==> config.mk <==
export PLATFORM = sky130hd
export DESIGN_NAME = prpg_seq_ctrl
export DESIGN_NICKNAME = d
export VERILOG_FILES = /design/src/rtl/prpg_seq_ctrl.sv
export SDC_FILE = /design/constraint.sdc
export NUM_CORES = 1
export LEC_CHECK = 0
export BUFFER_PORTS_ARGS = -buffer_cell sky130_fd_sc_hd__buf_4
export CAP_MARGIN = 5
export CORE_UTILIZATION = 40
export DETAILED_ROUTE_END_ITERATION = 12
export GPL_TIMING_DRIVEN = 0
export PLACE_DENSITY = 0.68
export REMOVE_ABC_BUFFERS = 1
export SYNTH_ARGS = -nofsm -noshare
export SYNTH_HDL_FRONTEND = slang
export SYNTH_SLANG_ARGS = --single-unit
==> constraint.sdc <==
create_clock -name i_clk -period 2.6 [get_ports i_clk]
set_clock_uncertainty 0.05 [all_clocks]
set_input_delay 0.13 -clock i_clk [delete_from_list [all_inputs] [get_ports i_clk]]
set_output_delay 0.13 -clock i_clk [all_outputs]
set_load 0.01 [all_outputs]
==> src/rtl/prpg_seq_ctrl.sv <==
// prpg_seq_ctrl
// Program sequencer for the 8-bit configurable-tap LFSR PRPG and its pattern
// memory. Each cycle in EXEC it fetches a 14-bit instruction from a
// combinational ROM and decodes it: opcode = instr[13:8], immediate = instr[7:0].
// It then drives registered one-cycle strobes toward the datapath and memory.
// A host start/busy/done handshake wraps program execution, and a sticky error
// flag reports bad opcodes and out-of-range memory accesses.
//
// State table
//   state   | meaning
//   S_IDLE  | waiting for i_start; all strobes low
//   S_EXEC  | decode i_instr at o_pc each cycle
//   S_RUN_N | run_n burst: o_run_en held high while r_cnt counts down
//
// Ports
//   i_clk      clock, rising edge
//   i_rst_n    synchronous active-low reset
//   i_start    start program at pc=0 (IDLE only)
//   i_abort    synchronous cancel back to IDLE
//   o_pc       instruction address to ROM
//   i_instr    ROM data for o_pc, same cycle
//   o_cfg_we   load tap register from o_tap
//   o_tap      tap value
//   o_seed_we  load LFSR state from o_seed
//   o_seed     seed value
//   o_run_en   advance LFSR one step
//   o_mem_we   write pattern memory at o_r_addr
//   o_mem_sel  write source: 0=LFSR state, 1=Hamming distance
//   o_ld_en    load LFSR state from memory at o_r_addr
//   o_r_addr   memory address register
//   o_busy     program executing
//   o_done     one-cycle pulse at program end (halt or error)
//   o_err      sticky error, cleared by the next accepted start
module prpg_seq_ctrl #(
    parameter int PC_W      = 6,
    parameter int MEM_DEPTH = 226
) (
    input  logic            i_clk,
    input  logic            i_rst_n,
    input  logic            i_start,
    input  logic            i_abort,
    output logic [PC_W-1:0] o_pc,
    input  logic [13:0]     i_instr,
    output logic            o_cfg_we,
    output logic [6:0]      o_tap,
    output logic            o_seed_we,
    output logic [7:0]      o_seed,
    output logic            o_run_en,
    output logic            o_mem_we,
    output logic            o_mem_sel,
    output logic            o_ld_en,
    output logic [7:0]      o_r_addr,
    output logic            o_busy,
    output logic            o_done,
    output logic            o_err
);

    typedef enum logic [1:0] {
        S_IDLE  = 2'd0,
        S_EXEC  = 2'd1,
        S_RUN_N = 2'd2
    } state_t;

    localparam logic [5:0] OP_HALT      = 6'd0;
    localparam logic [5:0] OP_CONFIG_L  = 6'd1;
    localparam logic [5:0] OP_INIT_L    = 6'd2;
    localparam logic [5:0] OP_RUN_L     = 6'd3;
    localparam logic [5:0] OP_INIT_ADDR = 6'd4;
    localparam logic [5:0] OP_ST_M_L    = 6'd5;
    localparam logic [5:0] OP_ADD_ADDR  = 6'd6;
    localparam logic [5:0] OP_LD_M_L    = 6'd7;
    localparam logic [5:0] OP_ST_M_HD   = 6'd8;
    localparam logic [5:0] OP_RUN_N     = 6'd9;

    // One bit wider than r_addr so a depth of 256 still compares correctly.
    localparam logic [8:0] ADDR_LIM = 9'(MEM_DEPTH);

    state_t          r_state, w_nx_state;
    logic [PC_W-1:0] r_pc, w_nx_pc;
    logic [7:0]      r_addr, w_nx_addr;
    logic [6:0]      r_tap, w_nx_tap;
    logic [7:0]      r_seed, w_nx_seed;
    logic [7:0]      r_cnt, w_nx_cnt;
    logic            r_cfg_we, w_nx_cfg_we;
    logic            r_seed_we, w_nx_seed_we;
    logic            r_run_en, w_nx_run_en;
    logic            r_mem_we, w_nx_mem_we;
    logic            r_mem_sel, w_nx_mem_sel;
    logic            r_ld_en, w_nx_ld_en;
    logic            r_busy, w_nx_busy;
    logic            r_done, w_nx_done;
    logic            r_err, w_nx_err;

    logic [5:0]      w_opcode;
    logic [7:0]      w_imm;
    logic            w_addr_bad;
    logic            w_fault;

    assign w_opcode   = i_instr[13:8];
    assign w_imm      = i_instr[7:0];
    assign w_addr_bad = ({1'b0, r_addr} >= ADDR_LIM);

    always_ff @(posedge i_clk) begin
        if (!i_rst_n) begin
            r_state   <= S_IDLE;
            r_pc      <= '0;
            r_addr    <= '0;
            r_tap     <= '0;
            r_seed    <= '0;
            r_cnt     <= '0;
            r_cfg_we  <= 1'b0;
            r_seed_we <= 1'b0;
            r_run_en  <= 1'b0;
            r_mem_we  <= 1'b0;
            r_mem_sel <= 1'b0;
            r_ld_en   <= 1'b0;
            r_busy    <= 1'b0;
            r_done    <= 1'b0;
            r_err     <= 1'b0;
        end else begin
            r_state   <= w_nx_state;
            r_pc      <= w_nx_pc;
            r_addr    <= w_nx_addr;
            r_tap     <= w_nx_tap;
            r_seed    <= w_nx_seed;
            r_cnt     <= w_nx_cnt;
            r_cfg_we  <= w_nx_cfg_we;
            r_seed_we <= w_nx_seed_we;
            r_run_en  <= w_nx_run_en;
            r_mem_we  <= w_nx_mem_we;
            r_mem_sel <= w_nx_mem_sel;
            r_ld_en   <= w_nx_ld_en;
            r_busy    <= w_nx_busy;
            r_done    <= w_nx_done;
            r_err     <= w_nx_err;
        end
    end

    always_comb begin
        // Strobes and done are pulses: default low every cycle.
        w_nx_state   = r_state;
        w_nx_pc      = r_pc;
        w_nx_addr    = r_addr;
        w_nx_tap     = r_tap;
        w_nx_seed    = r_seed;
        w_nx_cnt     = r_cnt;
        w_nx_cfg_we  = 1'b0;
        w_nx_seed_we = 1'b0;
        w_nx_run_en  = 1'b0;
        w_nx_mem_we  = 1'b0;
        w_nx_mem_sel = 1'b0;
        w_nx_ld_en   = 1'b0;
        w_nx_busy    = r_busy;
        w_nx_done    = 1'b0;
        w_nx_err     = r_err;
        w_fault      = 1'b0;

        case (r_state)
            S_IDLE: begin
                if (i_start) begin
                    w_nx_state = S_EXEC;
                    w_nx_pc    = '0;
                    w_nx_busy  = 1'b1;
                    w_nx_err   = 1'b0;
                end
            end

            S_EXEC: begin
                if (i_abort) begin
                    w_nx_state = S_IDLE;
                    w_nx_busy  = 1'b0;
                end else begin
                    w_nx_pc = r_pc + PC_W'(1);
                    case (w_opcode)
                        OP_HALT: begin
                            w_nx_state = S_IDLE;
                            w_nx_pc    = r_pc;
                            w_nx_busy  = 1'b0;
                            w_nx_done  = 1'b1;
                        end
                        OP_CONFIG_L: begin
                            w_nx_cfg_we = 1'b1;
                            w_nx_tap    = w_imm[6:0];
                        end
                        OP_INIT_L: begin
                            w_nx_seed_we = 1'b1;
                            w_nx_seed    = w_imm;
                        end
                        OP_RUN_L:     w_nx_run_en = 1'b1;
                        OP_INIT_ADDR: w_nx_addr   = w_imm;
                        OP_ADD_ADDR:  w_nx_addr   = r_addr + w_imm;
                        OP_ST_M_L: begin
                            if (w_addr_bad) w_fault     = 1'b1;
                            else            w_nx_mem_we = 1'b1;
                        end
                        OP_ST_M_HD: begin
                            if (w_addr_bad) begin
                                w_fault = 1'b1;
                            end else begin
                                w_nx_mem_we  = 1'b1;
                                w_nx_mem_sel = 1'b1;
                            end
                        end
                        OP_LD_M_L: begin
                            if (w_addr_bad) w_fault    = 1'b1;
                            else            w_nx_ld_en = 1'b1;
                        end
                        OP_RUN_N: begin
                            // The decode cycle supplies the first of imm pulses.
                            if (w_imm != 8'd0) begin
                                w_nx_run_en = 1'b1;
                                w_nx_cnt    = w_imm - 8'd1;
                                w_nx_state  = S_RUN_N;
                            end
                        end
                        default: w_fault = 1'b1;
                    endcase

                    if (w_fault) begin
                        w_nx_state = S_IDLE;
                        w_nx_pc    = r_pc;
                        w_nx_busy  = 1'b0;
                        w_nx_done  = 1'b1;
                        w_nx_err   = 1'b1;
                    end
                end
            end

            S_RUN_N: begin
                if (i_abort) begin
                    w_nx_state = S_IDLE;
                    w_nx_busy  = 1'b0;
                end else if (r_cnt != 8'd0) begin
                    w_nx_cnt    = r_cnt - 8'd1;
                    w_nx_run_en = 1'b1;
                end else begin
                    w_nx_state = S_EXEC;
                end
            end

            default: begin
                w_nx_state = S_IDLE;
                w_nx_busy  = 1'b0;
            end
        endcase
    end

    assign o_pc      = r_pc;
    assign o_cfg_we  = r_cfg_we;
    assign o_tap     = r_tap;
    assign o_seed_we = r_seed_we;
    assign o_seed    = r_seed;
    assign o_run_en  = r_run_en;
    assign o_mem_we  = r_mem_we;
    assign o_mem_sel = r_mem_sel;
    assign o_ld_en   = r_ld_en;
    assign o_r_addr  = r_addr;
    assign o_busy    = r_busy;
    assign o_done    = r_done;
    assign o_err     = r_err;

endmodule
## After elaboration in Yosys (flattened, before gate mapping)

Index checks and enable logic that the tools add are counted.

- Flip-flop bits (word level): 48
- Output and inout port bits: 38
- Word-level logic and storage cells: 118
- Input port bits: 18

- Bitwise gates (word level): 6
- $lt $le $gt $ge: 1
- Add/subtract/negate cells: 4
- Reductions and logical operators: 22
- Muxes and demuxes: 45
- Equal/unequal tests: 25

Operators with widths:

| operator | count |
|---|---|
| $mux 8 | 5 |
| $pmux 8 s2 | 2 |
| $eq 6x3->1 const B | 4 |
| $mux 6 | 4 |
| $mux 1 | 20 |
| $ne 2x2->1 const B | 9 |
| $reduce_bool 8->1 | 2 |
| $sub 8x1->8 const B | 2 |
| $eq 6x2->1 const B | 2 |
| $eq 6x4->1 const B | 2 |
| $mux 2 | 6 |
| $pmux 6 s2 | 1 |
| $reduce_and 3->1 | 4 |
| $reduce_or 4->1 | 3 |
| $add 8x8->8 | 1 |
| $ge 8x8->1 const B | 1 |
| $pmux 1 s2 | 4 |
| $reduce_and 4->1 | 2 |
| $reduce_or 7->1 | 1 |
| $add 6x1->6 const B | 1 |
| $eq 6x1->1 const B | 1 |
| $logic_not 6->1 | 1 |
| $not 1->1 | 6 |
| $pmux 2 s3 | 1 |
| 15 further kinds | 18 |

## Longest topological paths before layout

- Depth in word-level cells: 8
- Mapped depth: 11
- Gate-level depth less buffers: 9

## Least setup slack after synthesis

No wires, ideal clock.

- Path kind: register to register
- From: register r_state[0]
- To: register r_cnt[6]
- Arrival time: 2533 ps
- Path slack: -41 ps
- Period minus slack after synthesis: 2641 ps
- Stages on the path, launching flop included: 11
- Path through: dfxtp_1 inv_1 ha_1 clkbuf_1 buf_1 mux2i_1 ha_1 o221a_2 or4b_2 o21ai_0 o221a_2

- Word-level cells in the longest chain between the ends: 3

Ends and longest elaborated chain:

| what | RTL line | source |
|---|---|---|
| start, declared | 78 | `state_t r_state, w_nx_state;` |
| start signal, assigned | 121 | `r_state <= w_nx_state;` |
| $eq 2x1->1 / $eq 2x2->1 (equally long branches) | 158 | `case (r_state)` |
| $ne 2x1->1 (no line), or another cell as far along | n/a |  |
| $reduce_and 6->1 (no line) | n/a |  |
| end signal, assigned | 126 | `r_cnt <= w_nx_cnt;` |
| end, declared | 83 | `logic [7:0] r_cnt, w_nx_cnt;` |

Parallel ways exist; a longest one is shown, timed or not.
A chain may end at the register's enable or synchronous reset.

## Final worst setup path

- From: register r_state[1]
- To: register r_addr[7], in the netlist o_r_addr[7]

- Word-level cells in the longest chain between the ends: 2

Ends and longest elaborated chain:

| what | RTL line | source |
|---|---|---|
| $eq 2x1->1 | 158 |  |
| $reduce_and 3->1 (no line) | n/a |  |
| end signal, assigned | 123 | `r_addr <= w_nx_addr;` |
| end, declared | 80 | `logic [7:0] r_addr, w_nx_addr;` |

No other way between the ends.

==> results.md <==
* Final Max Tran Viols at 0
* Commonest non-fill, non-tap cell in the layout: buf_4
* PD cells at 434 nW/um^2
* FILL cells at 677
* Routed WL at 7.10 mm
* CTS Buffer Depth at 2
* Final Cell Area at 3430 um^2
* Die Wd at 86.2 um
* Crit. End Element: flip-flop
* Dominant synthesized flop cell: dfxtp_1
* CTS tree: yes
* Number of global-route vias before repair at 2430
* CTS clk-pin slew, worst paths at 100 ps
* Synthesized flop and latch total at 48
* Post-layout util at 50.2%
* Maximum VDD drop at 0.234 mV
* Starting DRT DRC Count at 172
* Die H at 86.2 um
* Worst setup SP type: flip-flop
* FP Rows at 30
* Largest net degree at the start of global routing at 37
* Area of the core at 6830 um^2
* Fmax at 401 MHz
* Routed len/inst at 14.4 um
* Mapped cell area at 2840 um^2
* RePlAce Congestion at 0.847
* Leak at 1.44 nW
* Max_slew headroom at 30.2%
* Placed Area at 3290 um^2
* RSZ-0062 raised after global routing: yes
* Placed insts at 486
* Async S/R FF share, synth at 0%
* Die Area at 7440 um^2
* Worst slew pin tran at 1040 ps
* Num ports at 56
* DR vias at 2733
* Vias per cell at 5.53
* Clk sink count at 48
* Most frequent cells in the layout: 55 x buf_4, 47 x dfxtp_1, 35 x nor2_1, 33 x nand2_1, 27 x a21oi_1
* Seq/Total Area, Yosys at 33.8%
* Outcome: complete, no violations
* Clock root cell: clkbuf_8
* Final Instance Count excl. Fillers at 494
* Cell variety after synth at 61
* Data arrival, critical path at 2660 ps
* Worst-Skew Late Latency at 320 ps
* Number of buffers added on ports at 55
* First-pass GRT wire length at 11.6 mm
* Setup CP Type: flip-flop to flip-flop
* Post-DRT Antenna Nets at 0
* Area growth, synth to finish at 20.8%
* DP HPWL at 5.00 mm
* DRT Pass-1 Iters at 4
* Initial antenna violation count at 0
* Synth warn at 0
* Final Setup Violations at 0
* CTS Hold Bufs at 0
* Worst-path maximum fanout at 12
* Synth Instances at 351
* Share of cells above drive strength 1 at 21.1%
* Avg Cell Area, Syn at 8.09 um^2
* Max H-tree Level at 2
* Setup TNS at 0 ps
* Ant. Diodes at 0
* Grt total ovfl at 0
* Gr usage total at 19.5%
* Tcrit/Tclk final at 96.0%
* Max_cap viols at 0
* Starting Density at 41.6%
* Nets at 429
* Post-synth EDFFs at 0
* DR DRC count at 0
* Min-Delay Path Class: input pin to flip-flop
* Tmin final at 2490 ps
* Final Hold Viols at 0
* TritonCTS Buffers at 5
* Worst path required time at 2770 ps
[worst max-delay path, stage by stage (launching register included)]
cell,delay [ps]
dfxtp_1,380
inv_2,100
ha_4,210
or4b_4,490
or3_4,410
or3_1,370
a211o_1,250
a21oi_1,130
[kinds of logic (layout without fill, tap and decap cells)]
group / after synthesis / after routing / share of synthesized area (%)
and+or+nand+nor: 146 / 146 / 26.0
AOI/OAI and AO/OA: 84 / 84 / 19.2
DFF: 48 / 48 / 33.8
buffers and inverters: 31 / 78 / 4.72
muxes: 23 / 23 / 8.20
adders and majority gates: 14 / 14 / 6.43
xor gates and xnor gates: 5 / 5 / 1.54
[area by class of cell]
class / count / area [um^2] / area share [%]
clock buffer: 5 / 68.8 / 2.01
clock inverter: 3 / 23.8 / 0.693
inverter: 15 / 56.3 / 1.64
multi-input combinational: 272 / 1790 / 52.1
sequential: 48 / 962 / 28.1
tap: 96 / 120 / 3.50
timing repair buffer: 55 / 413 / 12.0
[layer usage]
metal  GRT usage, %  vias to the layer above  routed length [um]
li1               -                     1374                   -
met1           25.6                     1280                3280
met2           32.4                       70                3350
met3           3.81                        9                 374
met4           5.91                        0                  93
met5              0                        -                   0
[path summary, 6_finish.rpt]
| kind | startpoint | end | slack [ps] | cells after the start |
|---|---|---|---|---|
| worst max-delay path | r_state[1]$_SDFFE_PN0P_ | o_r_addr[7]$_SDFFE_PN0P_ | 110 | 7 |
| worst min register to register | r_cnt[7]$_SDFFE_PN0P_ | r_cnt[7]$_SDFFE_PN0P_ | 420 | 2 |
| worst min-delay path | i_instr[8] | o_mem_sel$_SDFF_PP0_ | 40 | 2 |
| worst max register to register | r_state[1]$_SDFFE_PN0P_ | o_r_addr[7]$_SDFFE_PN0P_ | 110 | 7 |
[cells in the mapped netlist (all sizes together), types with 2 or more instances]
master,count,area [um^2]
a211o,2,17.5
a211oi,3,22.5
a21oi,27,135
a22oi,2,15.0
a31oi,2,12.5
and3,3,18.8
buf,4,27.5
clkbuf,11,41.3
dfxtp,48,961
ha,13,163
inv,14,52.6
mux2,2,22.5
mux2i,21,210
nand2,33,124
nand2b,6,37.5
nand3,16,80.1
nand4,3,18.8
nor2,35,131
nor2b,3,18.8
nor3,16,80.1
nor3b,5,37.5
nor4,4,31.3
o21a,3,22.5
o21ai,20,100
o221a,2,22.5
o221ai,4,35.0
o22a,2,17.5
or2,3,18.8
or3,10,62.6
or4,3,22.5
or4b,2,20.0
xnor2,5,43.8
[registers in the layout (all words and copies together), names as in the netlist]
name / count
o_tap: 7
o_ld_en: 1
o_busy: 1
o_mem_we: 1
o_cfg_we: 1
o_seed_we: 1
o_pc: 6
r_cnt: 8
o_mem_sel: 1
o_run_en: 1
r_state: 2
o_err: 1
o_seed: 8
o_done: 1
o_r_addr: 8
[report_power, final]
| group | switching, mW | internal, mW |
|---|---|---|
| Sequential | 0.0173 | 0.752 |
| Combinational | 0.147 | 0.0977 |
| Clock | 0.283 | 0.191 |
[per-stage QoR]
step	setup slack (ps)	power, mW	hold WS [ps]
after floorplan	96.4	0.928	158
after global placement	-215	1.02	366
after detailed placement	-263	1.02	366
after CTS	18.9	1.50	36.5
after global routing	-16.2	1.56	44.7
final	105	1.49	41.8
[what timing repair did]
| action | CTS | global route |
|---|---|---|
| pin swaps | 0 | 1 |
| buffers inserted | 0 | 0 |
| setup endpoints to repair | 13 | 3 |
| resized for setup | 6 | 4 |
Note: power is estimated with default switching activity, not from simulation.
